$ cat src/rtl/reg_file_pkg.sv
// Shared types and helpers for the scoreboarded register file.
// Default geometry and the per-address retire counter.
package reg_file_pkg;

    localparam int XLEN_DEF   = 32;
    localparam int NREGS_DEF  = 32;
    localparam int PEND_W_DEF = 2;

    typedef logic [XLEN_DEF-1:0]          word_t;
    typedef logic [$clog2(NREGS_DEF)-1:0] addr_t;

    // Addresses are widened to 8 bits so one helper serves any NREGS <= 256.
    function automatic logic [1:0] retire_cnt(
        input logic [1:0] en,
        input logic [7:0] wa0,
        input logic [7:0] wa1,
        input logic [7:0] a
    );
        logic [1:0] n;
        n = '0;
        if (a != '0) begin
            if (en[0] && wa0 == a) n = n + 2'd1;
            if (en[1] && wa1 == a) n = n + 2'd1;
        end
        return n;
    endfunction

endpackage

$ cat src/rtl/reg_file_sb_if.sv
// Read, write-back and issue bus of the scoreboarded register file.
// master = pipeline side, slave = register file.
interface reg_file_sb_if #(
    parameter int XLEN  = 32,
    parameter int NREGS = 32,
    parameter int NRD   = 2
);
    localparam int AW = $clog2(NREGS);

    logic [NRD*AW-1:0]   rd_addr;
    logic [NRD*XLEN-1:0] rd_data;
    logic [NRD-1:0]      rd_busy;
    logic [1:0]          wr_en;
    logic [2*AW-1:0]     wr_addr;
    logic [2*XLEN-1:0]   wr_data;
    logic                iss_valid;
    logic [AW-1:0]       iss_addr;
    logic                iss_ready;

    modport master (
        output rd_addr, wr_en, wr_addr, wr_data,
        output iss_valid, iss_addr,
        input  rd_data, rd_busy, iss_ready
    );

    modport slave (
        input  rd_addr, wr_en, wr_addr, wr_data,
        input  iss_valid, iss_addr,
        output rd_data, rd_busy, iss_ready
    );

endinterface

$ cat src/rtl/reg_file_sb_pend_ctr.sv
// Saturating pending-write counter for one architectural register.
// Retires are applied (floored at 0) before the issue increment.
module pend_ctr #(
    parameter int W = 2
) (
    input  logic         clk,
    input  logic         rst_n,
    input  logic         inc,
    input  logic [1:0]   dec,
    output logic [W-1:0] count,
    output logic [W-1:0] after_dec
);
    localparam int WE = W + 1;
    localparam logic [W-1:0] MAX = '1;

    logic [W-1:0] cnt_q;
    logic [W-1:0] cnt_d;
    logic [W:0]   c_ext;
    logic [W:0]   d_ext;

    assign c_ext = {1'b0, cnt_q};
    assign d_ext = WE'(dec);

    always_comb begin
        after_dec = '0;
        if (c_ext > d_ext) after_dec = W'(c_ext - d_ext);
        cnt_d = after_dec;
        if (inc && after_dec != MAX) cnt_d = after_dec + W'(1);
    end

    always_ff @(posedge clk or negedge rst_n) begin
        if (!rst_n) cnt_q <= '0;
        else        cnt_q <= cnt_d;
    end

    assign count = cnt_q;

endmodule

$ cat src/rtl/reg_file_sb.sv
// Multi-port register file with write-back bypass and
// per-register pending-write scoreboard; x0 is hardwired zero.
module reg_file_sb
    import reg_file_pkg::*;
#(
    parameter int XLEN   = XLEN_DEF,
    parameter int NREGS  = NREGS_DEF,
    parameter int NRD    = 2,
    parameter int PEND_W = PEND_W_DEF
) (
    input logic         clk,
    input logic         rst_n,
    reg_file_sb_if.slave bus
);
    localparam int AW = $clog2(NREGS);
    localparam logic [PEND_W-1:0] PEND_MAX = '1;

    logic [XLEN-1:0]   mem_q [NREGS];
    logic [XLEN-1:0]   mem_d [NREGS];
    logic [PEND_W-1:0] cnt   [NREGS];
    logic [PEND_W-1:0] aft   [NREGS];
    logic [1:0]        ret   [NREGS];
    logic [AW-1:0]     wa    [2];
    logic [XLEN-1:0]   wd    [2];
    logic              iss_rdy;

    assign wa[0] = bus.wr_addr[0  +: AW];
    assign wa[1] = bus.wr_addr[AW +: AW];
    assign wd[0] = bus.wr_data[0    +: XLEN];
    assign wd[1] = bus.wr_data[XLEN +: XLEN];

    // Port 1 is applied last so it wins a same-address collision.
    always_comb begin
        mem_d = mem_q;
        for (int p = 0; p < 2; p++) begin
            if (bus.wr_en[p] && wa[p] != '0) mem_d[wa[p]] = wd[p];
        end
    end

    always_ff @(posedge clk or negedge rst_n) begin
        if (!rst_n) begin
            for (int i = 0; i < NREGS; i++) mem_q[i] <= '0;
        end else begin
            mem_q <= mem_d;
        end
    end

    assign cnt[0] = '0;
    assign aft[0] = '0;

    for (genvar r = 0; r < NREGS; r++) begin : g_ret
        assign ret[r] = retire_cnt(bus.wr_en, 8'(wa[0]),
                                   8'(wa[1]), 8'(r));
    end

    for (genvar r = 1; r < NREGS; r++) begin : g_ctr
        logic inc;
        assign inc = bus.iss_valid && iss_rdy &&
                     bus.iss_addr == AW'(r);
        pend_ctr #(.W(PEND_W)) u_ctr (
            .clk       (clk),
            .rst_n     (rst_n),
            .inc       (inc),
            .dec       (ret[r]),
            .count     (cnt[r]),
            .after_dec (aft[r])
        );
    end

    // A full counter still accepts an issue if a retire lands this cycle.
    assign iss_rdy = (bus.iss_addr == '0) ||
                     (cnt[bus.iss_addr] != PEND_MAX) ||
                     (ret[bus.iss_addr] != 2'd0);
    assign bus.iss_ready = iss_rdy;

    for (genvar k = 0; k < NRD; k++) begin : g_rd
        logic [AW-1:0]   ra;
        logic [XLEN-1:0] rdat;
        assign ra = bus.rd_addr[k*AW +: AW];
        always_comb begin
            rdat = mem_q[ra];
            if (bus.wr_en[0] && wa[0] == ra) rdat = wd[0];
            if (bus.wr_en[1] && wa[1] == ra) rdat = wd[1];
            if (ra == '0) rdat = '0;
        end
        assign bus.rd_data[k*XLEN +: XLEN] = rdat;
        assign bus.rd_busy[k] = (aft[ra] != '0);
    end

endmodule

$ cat src/flat_wrapper.sv
// flat-port wrapper written by rule: the top's interface ports become plain ports
module reg_file_sb_flat import reg_file_pkg::*;
#(
    parameter int XLEN   = XLEN_DEF,
    parameter int NREGS  = NREGS_DEF,
    parameter int NRD    = 2,
    parameter int PEND_W = PEND_W_DEF
)
  (clk, rst_n, bus_rd_addr, bus_wr_en, bus_wr_addr, bus_wr_data, bus_iss_valid, bus_iss_addr, bus_rd_data, bus_rd_busy, bus_iss_ready);
  reg_file_sb_if #(.XLEN(XLEN), .NREGS(NREGS), .NRD(NRD)) bus_i ();
  input logic clk;
  input logic rst_n;
  input wire logic [$bits(bus_i.rd_addr)-1:0] bus_rd_addr;
  input wire logic [$bits(bus_i.wr_en)-1:0] bus_wr_en;
  input wire logic [$bits(bus_i.wr_addr)-1:0] bus_wr_addr;
  input wire logic [$bits(bus_i.wr_data)-1:0] bus_wr_data;
  input wire logic [$bits(bus_i.iss_valid)-1:0] bus_iss_valid;
  input wire logic [$bits(bus_i.iss_addr)-1:0] bus_iss_addr;
  output wire logic [$bits(bus_i.rd_data)-1:0] bus_rd_data;
  output wire logic [$bits(bus_i.rd_busy)-1:0] bus_rd_busy;
  output wire logic [$bits(bus_i.iss_ready)-1:0] bus_iss_ready;
  assign bus_i.rd_addr = bus_rd_addr;
  assign bus_i.wr_en = bus_wr_en;
  assign bus_i.wr_addr = bus_wr_addr;
  assign bus_i.wr_data = bus_wr_data;
  assign bus_i.iss_valid = bus_iss_valid;
  assign bus_i.iss_addr = bus_iss_addr;
  assign bus_rd_data = bus_i.rd_data;
  assign bus_rd_busy = bus_i.rd_busy;
  assign bus_iss_ready = bus_i.iss_ready;
  reg_file_sb #(.XLEN(XLEN), .NREGS(NREGS), .NRD(NRD), .PEND_W(PEND_W)) u_core (.clk(clk), .rst_n(rst_n), .bus(bus_i));
endmodule
$ cat config.mk
export PLATFORM = sky130hd
export DESIGN_NAME = reg_file_sb_flat
export DESIGN_NICKNAME = d
export VERILOG_FILES = /design/src/rtl/reg_file_pkg.sv /design/src/rtl/reg_file_sb_if.sv /design/src/rtl/reg_file_sb_pend_ctr.sv /design/src/rtl/reg_file_sb.sv /design/src/flat_wrapper.sv
export SDC_FILE = /design/constraint.sdc
export NUM_CORES = 2
export LEC_CHECK = 0
export ABC_CLOCK_PERIOD_IN_PS = 9200
export BUFFER_PORTS_ARGS = -buffer_cell sky130_fd_sc_hd__buf_2
export CAP_MARGIN = 20
export CORE_MARGIN = 2
export CORE_UTILIZATION = 45
export DETAILED_ROUTE_END_ITERATION = 8
export GPL_TIMING_DRIVEN = 1
export SYNTH_ARGS = -nofsm -noshare
export SYNTH_HDL_FRONTEND = slang
export SYNTH_SLANG_ARGS = --single-unit
$ cat constraint.sdc
create_clock -name clk -period 9.2 [get_ports clk]
set_input_delay 0.92 -clock clk [delete_from_list [all_inputs] [get_ports clk]]
set_output_delay 0.92 -clock clk [all_outputs]
set_load 0.02 [all_outputs]
==> flow_metrics.py <==
metrics = {
    "die": {
        "rows": 147,
        "die-width_um": 405,
        "die_area_um2": 164000,
        "core_area_um2": 160000,
        "die_h_um": 405,
        "floorplan.initialDensity": 0.452,
        "io_pins": 161,
    },
    "power": {
        "power_density_nw_per_um2": 217,
        "pwr-share-comb": 0.273,
        "switching_power_w": 0.00561,
        "power_w": 0.0171,
        "clkPwrFrac": 0.318,
        "intPower_w": 0.0114,
        "vdd_drop_max_mv": 0.226,
        "switching_share": 0.329,
        "power_frac_seq": 0.409,
        "cellLeakagePower_nw": 33.1,
    },
    "layout": {
        "final_cell_mix": "mux2i_1 (1146), dfrtp_1 (1086), nand2_1 (1016)",
        "final_common_cell": "mux2i_1",
        "fill_cells": 14333,
        "drive_above_1_share": 0.181,
        "fin_cells": 8686,
        "synthToLayoutAreaGrowth_pct": 8.50,
        "nets": 6737,
    },
    "timing": {
        "hold_viol_final": 0,
        "drv_slew": 0,
        "fmax_ghz": 0.142,
        "rsz0062_at_grt": "no",
        "finClkSkew_ns": 0.0240,
        "slew_headroom": 0.172,
        "fin_setup_tns_ns": 0,
        "timing.final.crit_share": 0.764,
        "tightest_slew_ns": 1.24,
        "finalCriticalPeriod_ns": 7.03,
        "setup_viol": 0,
    },
    "worst_setup_path": {
        "rr_startpoint": "u_core.g_ctr[7].u_ctr.count[1]",
        "crit_path_start_kind": "input port",
        "path_max_fanout": 33,
        "end_kind": "output port",
        "arrival_ns": 6.11,
        "critPathRequiredTime_ns": 8.28,
        "critPathKind": "in2out",
        "rr_worst_depth": 7,
        "r2r-end": "u_core.g_ctr[14].u_ctr.count[1]",
        "reg2reg_slack_ns": 6.72,
    },
    "global_routing": {
        "grt_pass1_wl_mm": 417,
        "antenna_found_initial": 30,
        "grtUsageTotal": 0.353,
        "grt_max_degree": 155,
        "grt_pass1_vias": 56493,
        "grt_remaining_overflow": 0,
    },
    "cts": {
        "cts_sinks": 1086,
        "cts.path.max_buffers": 3,
        "cts_tree": "done",
        "hold_buffers": 0,
        "htreeDepth": 4,
        "cts-resized-gates": 0,
        "clockRootBuffer": "clkbuf_16",
        "post_cts_buffers": 0,
        "clkTransAtPathRegs_ns": 0.06,
        "numCtsBuffers": 130,
        "clk_latency_ns": 0.80,
    },
    "route": {
        "dr_wl_met3_mm": 32.5,
        "viasPerCell": 6.70,
        "wl_per_cell_um": 33.6,
        "drt_iter0_markers": 7875,
        "via_count": 58194,
        "top_layer": "met5",
        "ant_nets": 0,
        "dr.pass1.iters": 7,
        "wirelength_mm": 292,
        "wl_met2_mm": 130,
        "drcViolationCount": 0,
        "wl_met1_mm": 112,
    },
    "yosys": {
        "synth_top_family_by_area": "multiplexers",
        "synth_edf_count": 0,
        "ys_types": 78,
        "syn-cell-area_um2": 72300,
        "synth_compound_area_frac": 0.108,
        "avgSynthCellArea_um2": 10.5,
        "synth-main-ff-cell": "dfrtp_1",
        "muxShareOfSynthArea": 0.333,
        "synthSimpleGateAreaFrac": 0.0903,
        "async_flop_share": 1.00,
        "synthCells": 6898,
        "ys_seq_elements": 1086,
        "yosys_warnings": 0,
        "syn_nets": 7147,
        "synthAdderAreaFrac": 0.0300,
        "synth_xor_area_frac": 0.00618,
        "yosysSeqAreaShare": 0.376,
    },
    "place": {
        "gp_congestion": 0.947,
        "dp_cells": 8441,
        "dp_hpwl_mm": 169,
        "io_buffer_count": 160,
    },
    "worst_hold_path": {
        "hold_class": "in2async",
    },
    "flow_run": {
        "cap_violations": 0,
    },
    "outcome": {
        "status": "finished, final reports clean",
    },
}
power groups by stage:
| stage | logic, W | registers [W] | clock network [W] |
|---|---|---|---|
| final | 0.00466 | 0.00697 | 0.00542 |
| after global routing | 0.00501 | 0.00709 | 0.00564 |
| after CTS | 0.00459 | 0.00692 | 0.00545 |
| after detailed placement | 0.00459 | 0.00698 | 0 |
| after global placement | 0.00447 | 0.00691 | 0 |
| after floorplan | 0.00343 | 0.00665 | 0 |
critical path: stages:
cell	delay, ns
buf_2	0.24
nor2b_1	0.58
and2_0	0.54
nand3_2	0.11
buf_4	0.35
inv_2	0.76
ha_1	0.40
ha_1	0.20
inv_1	0.08
fa_1	0.45
nand2b_1	0.09
a21boi_0	0.11
mux4_2	0.47
mux2i_1	0.14
o22ai_1	0.11
a311o_1	0.34
buf_2	0.18
flip-flops by register name, summed over array words and instances, names as in the netlist:
register                  flops
u_core.g_ctr.u_ctr.count     62
u_core.mem_q               1024
synth_stat cells (4+ instances only):
| library cell | count | share of area |
|---|---|---|
| or2_2 | 6 | 0.00052 |
| dfrtp_1 | 1086 | 0.38 |
| fa_1 | 31 | 0.0086 |
| o21ai_0 | 785 | 0.054 |
| inv_1 | 121 | 0.0063 |
| nand4_1 | 6 | 0.00052 |
| mux2i_1 | 1146 | 0.16 |
| nor2_1 | 294 | 0.015 |
| mux4_2 | 542 | 0.17 |
| clkbuf_1 | 558 | 0.029 |
| a221o_1 | 64 | 0.0089 |
| nor4_1 | 12 | 0.0010 |
| o21ai_2 | 9 | 0.0011 |
| a22oi_1 | 64 | 0.0066 |
| clkbuf_2 | 23 | 0.0016 |
| a21boi_0 | 27 | 0.0028 |
| a31oi_1 | 28 | 0.0024 |
| and3_1 | 67 | 0.0058 |
| buf_6 | 11 | 0.0017 |
| a32oi_1 | 77 | 0.0093 |
| nand2b_1 | 35 | 0.0030 |
| a21oi_1 | 229 | 0.016 |
| nand2_1 | 1023 | 0.053 |
| nor3_1 | 34 | 0.0024 |
| buf_1 | 98 | 0.0051 |
| buf_2 | 148 | 0.010 |
| xor2_1 | 12 | 0.0015 |
| buf_4 | 8 | 0.00083 |
| mux2_4 | 9 | 0.0019 |
| and2_1 | 4 | 0.00035 |
| ha_1 | 124 | 0.021 |
| o21ai_4 | 9 | 0.0020 |
| nor2b_1 | 50 | 0.0043 |
| mux2_1 | 11 | 0.0017 |
| xnor2_1 | 39 | 0.0047 |
| a211oi_1 | 7 | 0.00073 |
| nor3b_1 | 5 | 0.00052 |
| o21ai_1 | 8 | 0.00055 |
| mux2_2 | 16 | 0.0025 |
| nand3_1 | 19 | 0.0013 |
metrics by stage:
| step | worst slack [ns] | utilization | hold WS, ns | cell area (um^2) |
|---|---|---|---|---|
| 3_3_place_gp | 2.26 | 0.463 | 0.376 | 74000 |
| 6_report | 2.17 | 0.490 | 0.136 | 78500 |
| 3_5_place_dp | 2.26 | 0.463 | 0.384 | 74000 |
| 5_1_grt | 2.04 | 0.490 | 0.172 | 78500 |
| 4_1_cts | 2.24 | 0.490 | 0.129 | 78400 |
| 2_1_floorplan | 3.70 | - | 0.441 | 72300 |
layout make-up:
| type | instances | area [um^2] | share of cell area |
|---|---|---|---|
| repair buffers | 307 | 2160 | 0.0276 |
| clock inverters | 46 | 519 | 0.00662 |
| well taps | 2086 | 2610 | 0.0333 |
| clock buffers | 183 | 3850 | 0.0491 |
| multi-input cells | 4837 | 41600 | 0.531 |
| diodes | 15 | 37.5 | 0.000478 |
| inverters | 126 | 478 | 0.00609 |
| flip-flops and latches | 1086 | 27200 | 0.346 |
per-layer routing:
layer	GRT usage	vias up
met3	0.0998	824
li1	-	24096
met4	0.194	14
met2	0.529	3735
met5	0	-
met1	0.462	29525
worst max path at each step:
stage	from	slack, ns	endpoint
floorplan	bus_wr_addr[0]	3.70	bus_rd_busy[0]
global placement	bus_wr_en[0]	2.26	bus_rd_busy[1]
detailed placement	bus_wr_en[0]	2.26	bus_rd_busy[1]
CTS	bus_wr_en[0]	2.24	bus_rd_busy[1]
global route	bus_wr_en[0]	2.04	bus_rd_busy[1]
finish	bus_wr_en[0]	2.17	bus_rd_busy[1]
cells by family (layout without fill, tap and decap cells):
logic type,Yosys count,in the layout
adders and majority gates,155,155
AOI/OAI and AO/OA,1334,1334
xor gates and xnor gates,51,51
and+or+nand+nor,1573,1573
muxes,1724,1724
buffers and inverters,975,662
DFF,1086,1086
other,0,15
Power figures use the tool's default switching activity.
